**src/rtl/alu_operand_sequencer_if.sv**
```systemverilog
// rtl/alu_operand_sequencer_if.sv - switch, button and ALU operand/result bundle for the operand sequencer
interface alu_operand_sequencer_if #(
   parameter int WIDTH = 4,
   parameter int OPW   = 4,
   parameter int SW_W  = 4
);
   logic [SW_W-1:0]  sw;
   logic             btn_enter;
   logic             btn_clear;
   logic [WIDTH-1:0] alu_y;
   logic [WIDTH-1:0] A;
   logic [WIDTH-1:0] B;
   logic [OPW-1:0]   op;
   logic [WIDTH-1:0] result;
   logic             result_valid;
   logic             busy;
   logic [2:0]       phase;

   modport master (
      input  sw, btn_enter, btn_clear, alu_y,
      output A, B, op, result, result_valid, busy, phase
   );

   modport slave (
      output sw, btn_enter, btn_clear, alu_y,
      input  A, B, op, result, result_valid, busy, phase
   );
endinterface

```
**src/rtl/alu_operand_sequencer.sv**
```systemverilog
// rtl/alu_operand_sequencer.sv - button-driven A/B/op entry front end for a registered ALU
module alu_operand_sequencer #(
   parameter int WIDTH     = 4,
   parameter int OPW       = 4,
   parameter int SW_W      = 4,
   parameter int DB_CYCLES = 4,
   parameter int ALU_LAT   = 2
) (
   input  logic                    clk,
   input  logic                    reset,
   alu_operand_sequencer_if.master bus
);
   localparam int DBW = $clog2(DB_CYCLES + 1);
   localparam int WCW = $clog2(ALU_LAT + 1);
   localparam logic [DBW-1:0] DB_LAST   = DBW'(DB_CYCLES - 1);
   localparam logic [WCW-1:0] WAIT_INIT = WCW'(ALU_LAT);

   typedef enum logic [2:0] {
      LOAD_A  = 3'd0,
      LOAD_B  = 3'd1,
      LOAD_OP = 3'd2,
      WAIT    = 3'd3,
      SHOW    = 3'd4
   } state_t;

   state_t         state;
   // bit 0 is the enter button, bit 1 the clear button
   logic [1:0]     raw;
   logic [1:0]     sync1;
   logic [1:0]     sync2;
   logic [1:0]     level;
   logic [1:0]     press;
   logic [DBW-1:0] db_cnt [2];
   logic [WCW-1:0] wait_cnt;

   assign raw = {bus.btn_clear, bus.btn_enter};

   // synchronize, debounce and rising-edge detect both buttons; press is a registered one-cycle pulse
   always_ff @(posedge clk or posedge reset) begin
      if (reset) begin
         sync1     <= '0;
         sync2     <= '0;
         level     <= '0;
         press     <= '0;
         db_cnt[0] <= '0;
         db_cnt[1] <= '0;
      end else begin
         sync1 <= raw;
         sync2 <= sync1;
         for (int i = 0; i < 2; i++) begin
            press[i] <= 1'b0;
            if (sync2[i] == level[i]) begin
               db_cnt[i] <= '0;
            end else if (db_cnt[i] == DB_LAST) begin
               db_cnt[i] <= '0;
               level[i]  <= sync2[i];
               press[i]  <= sync2[i];
            end else begin
               db_cnt[i] <= db_cnt[i] + 1'b1;
            end
         end
      end
   end

   // operand entry, ALU latency wait and result capture; a clear press overrides everything
   always_ff @(posedge clk or posedge reset) begin
      if (reset) begin
         state            <= LOAD_A;
         bus.A            <= '0;
         bus.B            <= '0;
         bus.op           <= '0;
         bus.result       <= '0;
         bus.result_valid <= 1'b0;
         wait_cnt         <= '0;
      end else if (press[1]) begin
         state            <= LOAD_A;
         bus.A            <= '0;
         bus.B            <= '0;
         bus.op           <= '0;
         bus.result       <= '0;
         bus.result_valid <= 1'b0;
         wait_cnt         <= '0;
      end else begin
         case (state)
            LOAD_A: begin
               if (press[0]) begin
                  bus.A <= bus.sw[WIDTH-1:0];
                  state <= LOAD_B;
               end
            end
            LOAD_B: begin
               if (press[0]) begin
                  bus.B <= bus.sw[WIDTH-1:0];
                  state <= LOAD_OP;
               end
            end
            LOAD_OP: begin
               if (press[0]) begin
                  bus.op   <= bus.sw[OPW-1:0];
                  wait_cnt <= WAIT_INIT;
                  state    <= WAIT;
               end
            end
            WAIT: begin
               // enter presses arriving here are dropped, not remembered
               if (wait_cnt == '0) begin
                  bus.result       <= bus.alu_y;
                  bus.result_valid <= 1'b1;
                  state            <= SHOW;
               end else begin
                  wait_cnt <= wait_cnt - 1'b1;
               end
            end
            SHOW: begin
               if (press[0]) begin
                  bus.result_valid <= 1'b0;
                  state            <= LOAD_A;
               end
            end
            default: state <= LOAD_A;
         endcase
      end
   end

   assign bus.busy  = (state == WAIT);
   assign bus.phase = state;
endmodule

```
**src/flat_wrapper.sv**
```systemverilog
// flat-port wrapper written by rule: the top's interface ports become plain ports
module alu_operand_sequencer_flat 
#(
   parameter int WIDTH     = 4,
   parameter int OPW       = 4,
   parameter int SW_W      = 4,
   parameter int DB_CYCLES = 4,
   parameter int ALU_LAT   = 2
)
  (clk, reset, bus_sw, bus_btn_enter, bus_btn_clear, bus_alu_y, bus_A, bus_B, bus_op, bus_result, bus_result_valid, bus_busy, bus_phase);
  alu_operand_sequencer_if #(.WIDTH(WIDTH), .OPW(OPW), .SW_W(SW_W)) bus_i ();
  input  logic clk;
  input  logic reset;
  input wire logic [$bits(bus_i.sw)-1:0] bus_sw;
  input wire logic [$bits(bus_i.btn_enter)-1:0] bus_btn_enter;
  input wire logic [$bits(bus_i.btn_clear)-1:0] bus_btn_clear;
  input wire logic [$bits(bus_i.alu_y)-1:0] bus_alu_y;
  output wire logic [$bits(bus_i.A)-1:0] bus_A;
  output wire logic [$bits(bus_i.B)-1:0] bus_B;
  output wire logic [$bits(bus_i.op)-1:0] bus_op;
  output wire logic [$bits(bus_i.result)-1:0] bus_result;
  output wire logic [$bits(bus_i.result_valid)-1:0] bus_result_valid;
  output wire logic [$bits(bus_i.busy)-1:0] bus_busy;
  output wire logic [$bits(bus_i.phase)-1:0] bus_phase;
  assign bus_i.sw = bus_sw;
  assign bus_i.btn_enter = bus_btn_enter;
  assign bus_i.btn_clear = bus_btn_clear;
  assign bus_i.alu_y = bus_alu_y;
  assign bus_A = bus_i.A;
  assign bus_B = bus_i.B;
  assign bus_op = bus_i.op;
  assign bus_result = bus_i.result;
  assign bus_result_valid = bus_i.result_valid;
  assign bus_busy = bus_i.busy;
  assign bus_phase = bus_i.phase;
  alu_operand_sequencer #(.WIDTH(WIDTH), .OPW(OPW), .SW_W(SW_W), .DB_CYCLES(DB_CYCLES), .ALU_LAT(ALU_LAT)) u_core (.clk(clk), .reset(reset), .bus(bus_i));
endmodule
```
**config.mk**
```make
export PLATFORM = sky130hd
export DESIGN_NAME = alu_operand_sequencer_flat
export DESIGN_NICKNAME = d
export VERILOG_FILES = /design/src/rtl/alu_operand_sequencer_if.sv /design/src/rtl/alu_operand_sequencer.sv /design/src/flat_wrapper.sv
export SDC_FILE = /design/constraint.sdc
export NUM_CORES = 1
export LEC_CHECK = 0
export BUFFER_PORTS_ARGS = -buffer_cell sky130_fd_sc_hd__buf_2
export CORE_MARGIN = 5
export CORE_UTILIZATION = 40
export DETAILED_ROUTE_END_ITERATION = 6
export PLACE_DENSITY_LB_ADDON = 0.12
export SETUP_SLACK_MARGIN = 0.5
export SLEW_MARGIN = 20
export SYNTH_ARGS = -nofsm -noshare
export SYNTH_HDL_FRONTEND = slang
export SYNTH_SLANG_ARGS = --single-unit
export TNS_END_PERCENT = 30
```
**constraint.sdc**
```tcl
create_clock -name clk -period 3.2 [get_ports clk]
set_input_delay 0.32 -clock clk [delete_from_list [all_inputs] [get_ports clk]]
set_output_delay 0.32 -clock clk [all_outputs]
set_load 0.1 [all_outputs]
```
Yosys cells after proc, flatten, opt, wreduce, memory -nomap -nowiden
Index checks and enable logic that the tools add are counted.
- input port bits: 12
- bits in registers: 36
- output and inout bits: 21
- logic and storage cells: 85
- equal/unequal tests: 14
- muxes and demuxes: 33
- bitwise operators: 2
- $add $sub $neg: 3
- reduce and logical (&&, ||, !) cells: 19
- operators by type and width (operator ; number):
    two-way mux 4 bit ; 10
    two-way mux 3 bit ; 10
    != test 3 x 1 -> 1 bit, second input constant ; 5
    one-hot mux 3 bit (5 select lines) ; 1
    equality test 3 x 2 -> 1 bit, second input constant ; 4
    AND reduction 2 bit ; 6
    nonzero test 2 bit ; 6
    two-way mux 1 bit ; 7
    adder 3 x 1 -> 3 bit, second input constant ; 2
    two-way mux 2 bit ; 3
    AND reduction 3 bit ; 2
    nonzero test 3 bit ; 2
    AND reduction 5 bit ; 1
    one-hot mux 2 bit (2 select lines) ; 1
    equality test 3 x 1 -> 1 bit, second input constant ; 1
    equality test 3 bit, second input constant ; 1
    zero test 3 bit ; 1
    != test 3 x 2 -> 1 bit, second input constant ; 1
    equality test 1 bit ; 2
    zero test 2 bit ; 1
    inverter 1 bit ; 2
    one-hot mux 1 bit (2 select lines) ; 1
    subtractor 2 x 1 -> 2 bit, second input constant ; 1

Longest topological paths before layout
Gate-level depths: netlist (run 1).
- word-level depth: 4
- depth in mapped cells: 5
- depth with buffers taken out: 5

Worst setup path after synthesis (run 1)
No wires, ideal clock.
- path type: register -> register
- start: register u_core.state[1] (netlist: u_core.bus.phase[1])
- end: register u_core.wait_cnt[1]
- path buffers: 1
- clock period less this slack: 2590 ps
- slack: 610 ps
- arrival: 2465 ps
- setup time: 125 ps
- stages on the path, launching flop included: 5
- data required time: 3075 ps
- cell sequence: dfrtp_1 > buf_4 > and3b_1 > a21oi_1 > mux2_2
- longest elaborated chain between the ends: 3
- elaborated cells between the ends (all ways): 8
- those cells by class: eq/ne: 4; mux: 2; reduce/logical: 2
- ends and longest elaborated chain (element ; line ; RTL):
    start, declared ; alu_operand_sequencer.sv:26 ; state_t state;
    start signal, assigned ; alu_operand_sequencer.sv:68 ; state <= LOAD_A;
    start signal, assigned ; alu_operand_sequencer.sv:76 ; state <= LOAD_A;
    start signal, assigned ; alu_operand_sequencer.sv:88 ; state <= LOAD_B;
    equality test 3 x 2 -> 1 bit (*) ; n/a ;
    net bus_busy ; flat_wrapper.sv:23 ; output wire logic [$bits(bus_i.busy)-1:0] bus_busy;
    != test 3 x 2 -> 1 bit (no source line) (tied with other cells) ; n/a ;
    AND reduction 3 bit (no source line) / two-way mux 2 bit (equally long branches) ; n/a ;
    end signal, assigned ; alu_operand_sequencer.sv:111 ; wait_cnt <= wait_cnt - 1'b1;
    end, declared ; alu_operand_sequencer.sv:34 ; logic [WCW-1:0] wait_cnt;
The timed path passes the listed nets; every way through them passes the cells marked *.
A chain may end at the register's enable or synchronous reset.

Final worst setup path (run 1)
- start: register u_core.state[1] (netlist: u_core.bus.phase[1])
- end: output port bus_busy
- longest elaborated chain between the ends: 1
- ends and longest elaborated chain (element ; line ; RTL):
    equality test 3 x 2 -> 1 bit ; alu_operand_sequencer.sv:125 ; assign bus.busy = (state == WAIT);
    end, declared ; flat_wrapper.sv:23 ;
Every way passes these cells.

==> results.json, run 1 <==
{
  "unrepaired_setup_endpoints_after_global_routing": "no",
  "ioPinCount": 33,
  "wirelength_um": 2730,
  "grt_pass1_wl_um": 4770,
  "grt_start_max_net_pins": 37,
  "via_per_inst": 4.84,
  "total_power_uw": 1880,
  "mostFrequentLayoutCell": "sky130_fd_sc_hd__dfrtp_1",
  "clk_root_buffer_cell": "sky130_fd_sc_hd__clkbuf_8",
  "critical_path.slowest_cell": "sky130_fd_sc_hd__dfrtp_1",
  "worst-endpoint-required_ns": 2.88,
  "critPathCaptureType": "output port",
  "die_y_um": 72.1,
  "clk-insertion-delay-late_ns": 0.28,
  "global_route.usage.total": 0.116,
  "run_status": "completed",
  "timing_worst_slew_pin_value_ns": 0.790,
  "total_stage_count_of_the_critical_path": 2,
  "vias": 1001,
  "cts-htree-levels": 2,
  "share_seq_of_total_power": 0.349,
  "ant_nets": 0,
  "cts_tree": "yes",
  "worst_ir_drop_vdd_v": 0.000384,
  "wl_per_cell_um": 13.2,
  "number_of_synthesized_flops_with_an_enable_pin": 0,
  "num_rows": 22,
  "grt_pass1_vias": 1003,
  "syn_to_final_growth_pct": 18.7,
  "synth_seq_cells": 36,
  "max-cap-violations": 0,
  "drive_gt1_frac": 0.289,
  "p_int_uw": 959,
  "synthesis.area_um2": 1540,
  "crit_path_max_incr_delay_ns": 0.57,
  "timing.final.crit_share": 0.585,
  "synth-warning-count": 0,
  "mostFrequentLayoutCells": "36 x sky130_fd_sc_hd__dfrtp_1, 32 x sky130_fd_sc_hd__buf_2, 19 x sky130_fd_sc_hd__nor2_1",
  "critical_path_class": "flop to output port",
  "die_w_um": 72.1,
  "last_weighted_congestion_value_of_the_routability_driven_placer": 0.706,
  "dr.pass1.iters": 4,
  "synth_seq_area_share": 0.585,
  "grt_overflow_total": 0,
  "r2r_setup_slack_ns": 1.72,
  "critical_path.n_buffers_inverters": 1,
  "synthesis.instances": 125,
  "hold_buffers": 0,
  "post-route-min-period_ns": 1.87,
  "synth_ff_type": "sky130_fd_sc_hd__dfrtp_1",
  "clock_power_share": 0.200,
  "cts.path.max_buffers": 2,
  "power_per_cell_area_nw_per_um2": 1030,
  "leakage_uw": 0.000942,
  "placement.io_buffers": 32,
  "dpl.hpwl_um": 1990,
  "synth_async_sr_flop_share": 1.00,
  "worstPathCellList": "and3b_1 -> buf_2",
  "tritoncts_buffers": 5,
  "p_sw_frac": 0.490,
  "achievable-frequency_ghz": 0.534,
  "hold_viol": 0,
  "syn-mean-instance-area_um2": 12.3,
  "grt_antenna_before_repair": 0,
  "post_cts.repair.setup_buffers": 0,
  "cts-resized-gates": 0,
  "report.final.slew_viol_count": 0,
  "floorplan.initialDensity": 0.418,
  "timing.reg2reg.worst_path_depth": 5,
  "drc": 0,
  "antenna-diode-count": 0,
  "power.net_switching_uw": 922,
  "setup_tns_ns": 0,
  "path_clk_slew_ns": 0.07,
  "core_um2": 3690,
  "synth_cell_type_count": 27,
  "detailedRoute.firstIterationViolations": 45,
  "postSynthNetCount": 140,
  "final.setup_skew_ns": 0.00551,
  "final_nets": 173,
  "p_comb_frac": 0.450,
  "timing.critical_path.max_delay_family": "flip-flops",
  "hold_wc_path_type": "primary input to async pin",
  "fp.dieArea_um2": 5190,
  "maxSlewHeadroom": 0.473,
  "critPathMaxFanout": 12,
  "crit_arrival_ns": 1.55,
  "crit_path_start_kind": "flop",
  "cts_num_sinks": 36,
  "setup_viol": 0
}
layer usage:
layer	global-route usage	up-vias	part of all wire
met5	0	-	0
met4	0.0564	0	0.015
met3	0.0332	5	0.040
met2	0.186	15	0.52
met1	0.145	492	0.43
li1	-	489	-
power groups by stage:
stage               Sequential (uW)  Clock (uW)  Combinational [uW]
floorplan                      1190           0                 209
global placement                658           0                 849
detailed placement              667           0                 856
CTS                             659         394                 857
global route                    676         413                 889
finish                          657         377                 847
state kept, by name, summed over array words and instances (netlist names):
signal and cells:
u_core.sync2 2, u_core.bus.result 4, u_core.press 2, u_core.level 2, u_core.bus.phase 3, u_core.bus.op 4, u_core.db_cnt 6, u_core.bus.result_valid 1
u_core.sync1 2, u_core.bus.A 4, u_core.wait_cnt 2, u_core.bus.B 4
cells in the mapped netlist (3+ instances only):
master / instances / area share
sky130_fd_sc_hd__dfrtp_1: 36 / 0.58
sky130_fd_sc_hd__nor2_1: 19 / 0.046
sky130_fd_sc_hd__mux2i_1: 18 / 0.12
sky130_fd_sc_hd__nor2b_1: 6 / 0.024
sky130_fd_sc_hd__inv_1: 4 / 0.0097
sky130_fd_sc_hd__nor3_1: 4 / 0.013
sky130_fd_sc_hd__a21oi_1: 3 / 0.0097
sky130_fd_sc_hd__and3b_1: 3 / 0.017
sky130_fd_sc_hd__ha_1: 3 / 0.024
sky130_fd_sc_hd__mux2_2: 3 / 0.022
sky130_fd_sc_hd__nor3b_1: 3 / 0.015
final cells by class:
type | count | area (um^2)
Timing Repair Buffer | 33 | 168
Multi-Input combinational cell | 78 | 577
Tap cell | 48 | 60.1
Fill cell | 357 | 1860
Clock buffer | 6 | 72.6
Sequential cell | 36 | 901
Inverter | 4 | 15.0
Clock inverter | 2 | 35.0
kinds of logic after synthesis:
family | share of synthesized area
simple gates | 0.169
flops | 0.585
mux | 0.139
buf+inv | 0.0406
compound gates | 0.0309
fa+ha+maj | 0.0244
xor+xnor | 0.0114
worst register-to-register path: stages, from the launching register on:
cell                       delay, ns
sky130_fd_sc_hd__dfrtp_1        0.40
sky130_fd_sc_hd__inv_1          0.06
sky130_fd_sc_hd__ha_1           0.23
sky130_fd_sc_hd__nand4b_1       0.33
sky130_fd_sc_hd__mux2i_1        0.27
sky130_fd_sc_hd__nor2_1         0.05
path summary, 6_finish.rpt:
check                                    start                   end
max                        u_core.bus.phase[1]              bus_busy
min                                      reset      u_core.db_cnt[1]
max reg2reg                 u_core.wait_cnt[0]  u_core.bus.result[3]
min reg2reg                    u_core.sync1[0]       u_core.sync2[0]
max in group asynchronous                reset  u_core.bus.result[1]
min in group clk                 bus_btn_clear       u_core.sync1[1]
stage by stage:
stage	hold slack, ns	setup slack [ns]	cell area, um^2	util	cells
3_3_place_gp	0.334	1.65	1720	0.466	199
3_5_place_dp	0.337	1.63	1720	0.466	199
5_1_grt	0.132	1.24	1830	0.496	207
2_1_floorplan	0.331	0.610	1540	-	125
4_1_cts	0.135	1.31	1830	0.496	207
6_report	0.132	1.33	1830	0.496	207
No activity file was read; power rests on OpenSTA's default activity.
==> run 2, diff against run 1 <==
==> constraint.sdc (replaced) <==
create_clock -name clk -period 1.8 [get_ports clk]
set_input_delay 0.18 -clock clk [delete_from_list [all_inputs] [get_ports clk]]
set_output_delay 0.18 -clock clk [all_outputs]
set_load 0.1 [all_outputs]
==> results.json, run 2 (synthesis results as in run 1) <==
{
  "leakage_uw": 0.000976,
  "power_per_cell_area_nw_per_um2": 1710,
  "crit_path_max_incr_delay_ns": 0.51,
  "setup_viol": 0,
  "report.final.slew_viol_count": 0,
  "fp.dieArea_um2": 5190,
  "ioPinCount": 33,
  "worst_ir_drop_vdd_v": 0.000701,
  "drive_gt1_frac": 0.339,
  "critPathMaxFanout": 6,
  "dpl.hpwl_um": 2180,
  "critPathCaptureType": "output port",
  "tritoncts_buffers": 5,
  "via_per_inst": 4.83,
  "syn_to_final_growth_pct": 25.3,
  "grt_pass1_wl_um": 5090,
  "fin_worst_hold_slack_ns": -0.00452,
  "detailed_place.area_um2": 1770,
  "grt_antenna_before_repair": 0,
  "mostFrequentLayoutCells": "33 x sky130_fd_sc_hd__dfrtp_1, 31 x sky130_fd_sc_hd__buf_2, 19 x sky130_fd_sc_hd__nor2_1",
  "cts_tree": "yes",
  "path_clk_slew_ns": 0.07,
  "crit_arrival_ns": 1.31,
  "floorplan.initialDensity": 0.418,
  "unrepaired_setup_endpoints_after_global_routing": "yes",
  "setup_tns_ns": 0,
  "cts.path.max_buffers": 2,
  "ant_nets": 0,
  "final_nets": 182,
  "global_route.usage.total": 0.128,
  "timing_worst_slew_pin_value_ns": 0.675,
  "core_um2": 3690,
  "dr.pass1.iters": 6,
  "clk-insertion-delay-late_ns": 0.27,
  "wl_per_cell_um": 13.7,
  "detailedRoute.firstIterationViolations": 67,
  "last_weighted_congestion_value_of_the_routability_driven_placer": 0.726,
  "antenna-diode-count": 0,
  "die_y_um": 72.1,
  "max-cap-violations": 0,
  "stdcell_area_um2": 1930,
  "die_w_um": 72.1,
  "registers.top_by_ff_count": "u_core.db_cnt",
  "wirelength_um": 2950,
  "maxSlewHeadroom": 0.549,
  "cts-htree-levels": 2,
  "mostFrequentLayoutCell": "sky130_fd_sc_hd__dfrtp_1",
  "achievable-frequency_ghz": 0.673,
  "post-route-min-period_ns": 1.49,
  "crit_path_start_kind": "flop",
  "num_rows": 22,
  "cts_num_sinks": 36,
  "vias": 1044,
  "grt_start_max_net_pins": 20,
  "placement.io_buffers": 32,
  "final.setup_skew_ns": 0.00378,
  "worstPathCellList": "and3b_4 -> buf_12",
  "critical_path_class": "flop to output port",
  "violations": "negative hold slack",
  "worst-endpoint-required_ns": 1.62,
  "grt_pass1_vias": 1018,
  "clk_root_buffer_cell": "sky130_fd_sc_hd__clkbuf_8",
  "hold_wc_path_type": "primary input to async pin",
  "drc": 0,
  "grt_overflow_total": 0,
  "critical_path.slowest_cell": "sky130_fd_sc_hd__dfrtp_4",
  "largest_reg_flops": 6,
  "run_status": "finished, violations left",
  "hold_viol": 17,
  "timing.final.crit_share": 0.826
}
## run 2: changes by cell type in the layout (fill, tap and decap cells not counted), sizes merged
cell / delta
bufinv: -1
buf: +7
clkbuf: +2
dlygate4sd3: +2
clkinv: -1
## run 2: worst paths after layout
check | from | endpoint | slack, ns | cells past startpoint
min in group clk | bus_alu_y[3] | u_core.bus.result[3] | 0.15 | 3
worst max-delay path | u_core.bus.phase[2] | bus_busy | 0.31 | 2
worst min-delay path | reset | u_core.bus.phase[1] | -0.005 | 2
max in group asynchronous | reset | u_core.db_cnt[2] | 1.21 | 3
worst min register to register | u_core.sync1[0] | u_core.sync2[0] | 0.35 | 0
worst max register to register | u_core.bus.phase[2] | u_core.bus.B[1] | 0.37 | 4
## run 2: routing by layer
metal	wire length, um	part of all wire	vias up	GRT usage
met5	0	0	-	0
met4	23	0.0078	0	0.0376
met3	143	0.048	4	0.0512
met2	1480	0.50	24	0.204
met1	1310	0.44	509	0.160
li1	-	-	507	-
## run 2: repair_timing
action | in CTS | in global routing
buffers inserted | 4 | 1
resized for setup | 1 | 0
pin swaps | 1 | 1
hold buffers | 1 | 1
hold endpoints to repair | 1 | 1
endpoints found under the setup margin | 22 | 27
## run 2: final cells by class
class | instances | area (um^2)
clock buffer | 8 | 90.1
fill | 330 | 1760
inverter | 4 | 15.0
multi-input combinational | 78 | 584
sequential | 36 | 910
tap | 48 | 60.1
timing repair buffer | 42 | 272
## run 2: stage by stage
| stage | utilization | std cells | worst slack [ns] | power (uW) |
|---|---|---|---|---|
| 4_1_cts | 0.519 | 214 | 0.308 | 3350 |
| 3_3_place_gp | 0.479 | 201 | 0.375 | 2710 |
| 5_1_grt | 0.523 | 216 | 0.272 | 3500 |
| 6_report | 0.523 | 216 | 0.313 | 3310 |
| 3_5_place_dp | 0.479 | 201 | 0.325 | 2740 |
| 2_1_floorplan | - | 125 | 0.0235 | 2490 |
## run 2: worst max-delay path: cells and delay by family (launching register included)
kind | cells | cell delay (ns)
buffers and inverters | 1 | 0.17
DFF | 1 | 0.51
and+or+nand+nor | 1 | 0.34
## run 2: where the power goes
group / total (uW) / switching [uW] / internal (uW)
clock: 573 / 261 / 312
combinational: 1560 / 1250 / 315
sequential: 1170 / 157 / 1020
total: 3310 / 1660 / 1650
==> run 3, diff against run 2 <==
--- a/config.mk
+++ b/config.mk
@@ -5,6 +5,7 @@
 export SDC_FILE = /design/constraint.sdc
 export NUM_CORES = 1
 export LEC_CHECK = 0
+export ABC_AREA = 1
 export BUFFER_PORTS_ARGS = -buffer_cell sky130_fd_sc_hd__buf_2
 export CORE_MARGIN = 5
 export CORE_UTILIZATION = 40
==> constraint.sdc (replaced) <==
create_clock -name clk -period 1.4 [get_ports clk]
set_input_delay 0.14 -clock clk [delete_from_list [all_inputs] [get_ports clk]]
set_output_delay 0.14 -clock clk [all_outputs]
set_load 0.1 [all_outputs]
==> results.json, run 3 <==
{
  "run_status": "completed",
  "registers.top_by_ff_count": "u_core.db_cnt",
  "crit_path_max_incr_delay_ns": 0.52,
  "grt_antenna_before_repair": 0,
  "hold_viol": 0,
  "grt_pass1_vias": 1332,
  "timing_worst_slew_pin_value_ns": 0.403,
  "vias": 1360,
  "cts-htree-levels": 2,
  "postSynthNetCount": 194,
  "placement.io_buffers": 32,
  "min_delay_path_depth": 3,
  "grt_start_max_net_pins": 37,
  "clk_root_buffer_cell": "sky130_fd_sc_hd__clkbuf_8",
  "worstPathCellList": "buf_12 -> nor2_4 -> nand2_2 -> o21ai_4 -> nand2_1 -> o21ai_1",
  "post-synth-top-count-cell": "sky130_fd_sc_hd__nand2_1",
  "achievable-frequency_ghz": 0.736,
  "timing.critical_path.max_delay_family": "flip-flops",
  "maxSlewHeadroom": 0.731,
  "synth_seq_area_share": 0.537,
  "mostFrequentLayoutCell": "sky130_fd_sc_hd__nand2_1",
  "core_um2": 4030,
  "syn_to_final_growth_pct": 60.3,
  "top_layer": "met4",
  "synth_seq_cells": 36,
  "unrepaired_setup_endpoints_after_global_routing": "yes",
  "clk-insertion-delay-late_ns": 0.29,
  "drive_gt1_frac": 0.443,
  "setup_tns_ns": 0,
  "path_clk_slew_ns": 0.07,
  "synth_ff_type": "sky130_fd_sc_hd__dfrtp_1",
  "grt_pass1_wl_um": 5890,
  "fp.dieArea_um2": 5590,
  "timing.final.crit_share": 0.971,
  "rr_endpoint": "u_core.bus.op[2]",
  "share_of_the_synthesized_area_in_the_top_cell_type": 0.537,
  "routed-wl-met2_um": 2010,
  "critical_path.n_buffers_inverters": 1,
  "hold_end": "u_core.bus.result[3]",
  "detailedRoute.firstIterationViolations": 87,
  "hold_wc_path_type": "primary input to flop",
  "post-route-min-period_ns": 1.36,
  "crit_path_start_kind": "flop",
  "worst-endpoint-required_ns": 1.61,
  "dr.pass1.iters": 4,
  "critPathMaxFanout": 8,
  "largest_reg_flops": 6,
  "synth_async_sr_flop_share": 1.00,
  "syn-mean-instance-area_um2": 9.37,
  "global_route.usage.total": 0.139,
  "synth_area_leader_cell": "sky130_fd_sc_hd__dfrtp_1",
  "wirelength_um": 3820,
  "via_per_inst": 4.77,
  "synthesis.instances": 179,
  "report.final.slew_viol_count": 0,
  "critPathCaptureType": "flop",
  "synth_cell_type_count": 26,
  "tritoncts_buffers": 5,
  "wl_met1_um": 1590,
  "num_rows": 23,
  "final.setup.worst_slack_ns": 0.0406,
  "cts.path.max_buffers": 2,
  "synthesis.area_um2": 1680,
  "drc": 0,
  "antenna-diode-count": 0,
  "grt_overflow_total": 0,
  "floorplan.initialDensity": 0.416,
  "wl_per_cell_um": 13.4,
  "dpl.hpwl_um": 2330,
  "met3_length_um": 202,
  "mostFrequentLayoutCells": "36 x sky130_fd_sc_hd__nand2_1, 33 x sky130_fd_sc_hd__dfrtp_1, 25 x sky130_fd_sc_hd__buf_12",
  "die_w_um": 74.8,
  "timing.reg2reg.worst_path_depth": 6,
  "fill_cells": 320,
  "max-cap-violations": 0,
  "number_of_synthesized_flops_with_an_enable_pin": 0,
  "setup_viol": 0,
  "worst_r2r_startpoint": "u_core.bus.phase[0]",
  "cts_tree": "yes",
  "final.setup_skew_ns": 0.00768,
  "utilization": 0.668,
  "ant_nets": 0,
  "synth-warning-count": 0,
  "ioPinCount": 33,
  "place_ws_ns": 0.0940,
  "critical_path_class": "flop to flop",
  "die_y_um": 74.8,
  "synth_common_cells": "45 x sky130_fd_sc_hd__nand2_1, 36 x sky130_fd_sc_hd__dfrtp_1, 24 x sky130_fd_sc_hd__inv_1, 15 x sky130_fd_sc_hd__nor2_1, 10 x sky130_fd_sc_hd__nand3_1",
  "hold_path.startpoint": "bus_alu_y[3]",
  "cts_num_sinks": 36,
  "critical_path.slowest_cell": "sky130_fd_sc_hd__dfrtp_4",
  "yosys-top-cells-area": "sky130_fd_sc_hd__dfrtp_1 54%, sky130_fd_sc_hd__nand2_1 10%, sky130_fd_sc_hd__inv_1 5.4%",
  "last_weighted_congestion_value_of_the_routability_driven_placer": 0.790,
  "total_stage_count_of_the_critical_path": 6,
  "crit_arrival_ns": 1.57,
  "final_nets": 249,
  "r2r_setup_slack_ns": 0.04
}
-- run 3: cell types whose count changed after synthesis, moves of 3 or more --
cell                      change
sky130_fd_sc_hd__nand2_1     +43
sky130_fd_sc_hd__inv_1       +20
sky130_fd_sc_hd__mux2i_1     -18
sky130_fd_sc_hd__nand3_1      +9
sky130_fd_sc_hd__o21ai_0      +8
sky130_fd_sc_hd__nor2b_1      -6
sky130_fd_sc_hd__nor2_1       -4
sky130_fd_sc_hd__o21ai_1      +4
sky130_fd_sc_hd__and3b_1      -3
sky130_fd_sc_hd__mux2_2       -3
sky130_fd_sc_hd__nand3_2      +3
sky130_fd_sc_hd__nor2_4       +3
-- run 3: logic make-up after synthesis --
group,Yosys count,synth area share
and+or+nand+nor,87,0.262
adders and majority gates,3,0.0224
DFF,36,0.537
AOI/OAI and AO/OA,20,0.0753
xor gates and xnor gates,2,0.0104
buffers and inverters,31,0.0925
-- run 3: per-layer routing --
layer  up-vias  global-route usage
met3         4              0.0467
met1       657               0.176
met4         0              0.0435
met5         -                   0
met2        32               0.227
li1        667                   -
-- run 3: per-stage QoR --
| stage | area (um^2) | hold slack [ns] | std cells |
|---|---|---|---|
| after floorplan | 1720 | 0.171 | 179 |
| after global placement | 1940 | 0.248 | 257 |
| after detailed placement | 1940 | 0.250 | 257 |
| after CTS | 2250 | 0.0702 | 277 |
| after global routing | 2690 | 0.0753 | 285 |
| final | 2690 | 0.0788 | 285 |
-- run 3: timing repair --
action,CTS,global route
endpoints found under the hold margin,38,0
hold buffers,3,0
buffers inserted,8,8
gates cloned,1,0
endpoints found under the setup margin,50,89
resized for setup,19,111
pin swaps,4,21
-- run 3: how the worst max path moves through the flow --
stage	end	slack, ns	start
3_5_place_dp	u_core.bus.phase[0]	0.09	u_core.wait_cnt[0]
3_3_place_gp	u_core.bus.phase[1]	0.13	u_core.wait_cnt[0]
5_1_grt	u_core.bus.op[3]	-0.05	u_core.bus.phase[0]
6_report	u_core.bus.op[2]	0.04	u_core.bus.phase[0]
2_1_floorplan	u_core.bus.phase[1]	-0.25	u_core.bus.phase[0]
4_1_cts	u_core.bus.op[2]	0.07	u_core.bus.phase[2]
-- run 3: worst min-delay path, stage by stage --
cell	delay, ns
sky130_fd_sc_hd__buf_2	0.10
sky130_fd_sc_hd__inv_1	0.04
sky130_fd_sc_hd__o21ai_1	0.06
-- run 3: layout make-up --
| type | count | area [um^2] | share of cell area |
|---|---|---|---|
| flip-flops and latches | 36 | 912 | 0.339 |
| well taps | 50 | 62.6 | 0.0233 |
| inverters | 26 | 103 | 0.0381 |
| repair buffers | 53 | 742 | 0.276 |
| clock buffers | 6 | 82.6 | 0.0307 |
| clock inverters | 2 | 10.0 | 0.00372 |
| multi-input cells | 112 | 778 | 0.289 |
Power of run 3 is not shown: default switching activity piles up to over one toggle a cycle in this logic, so the estimate is an artifact.
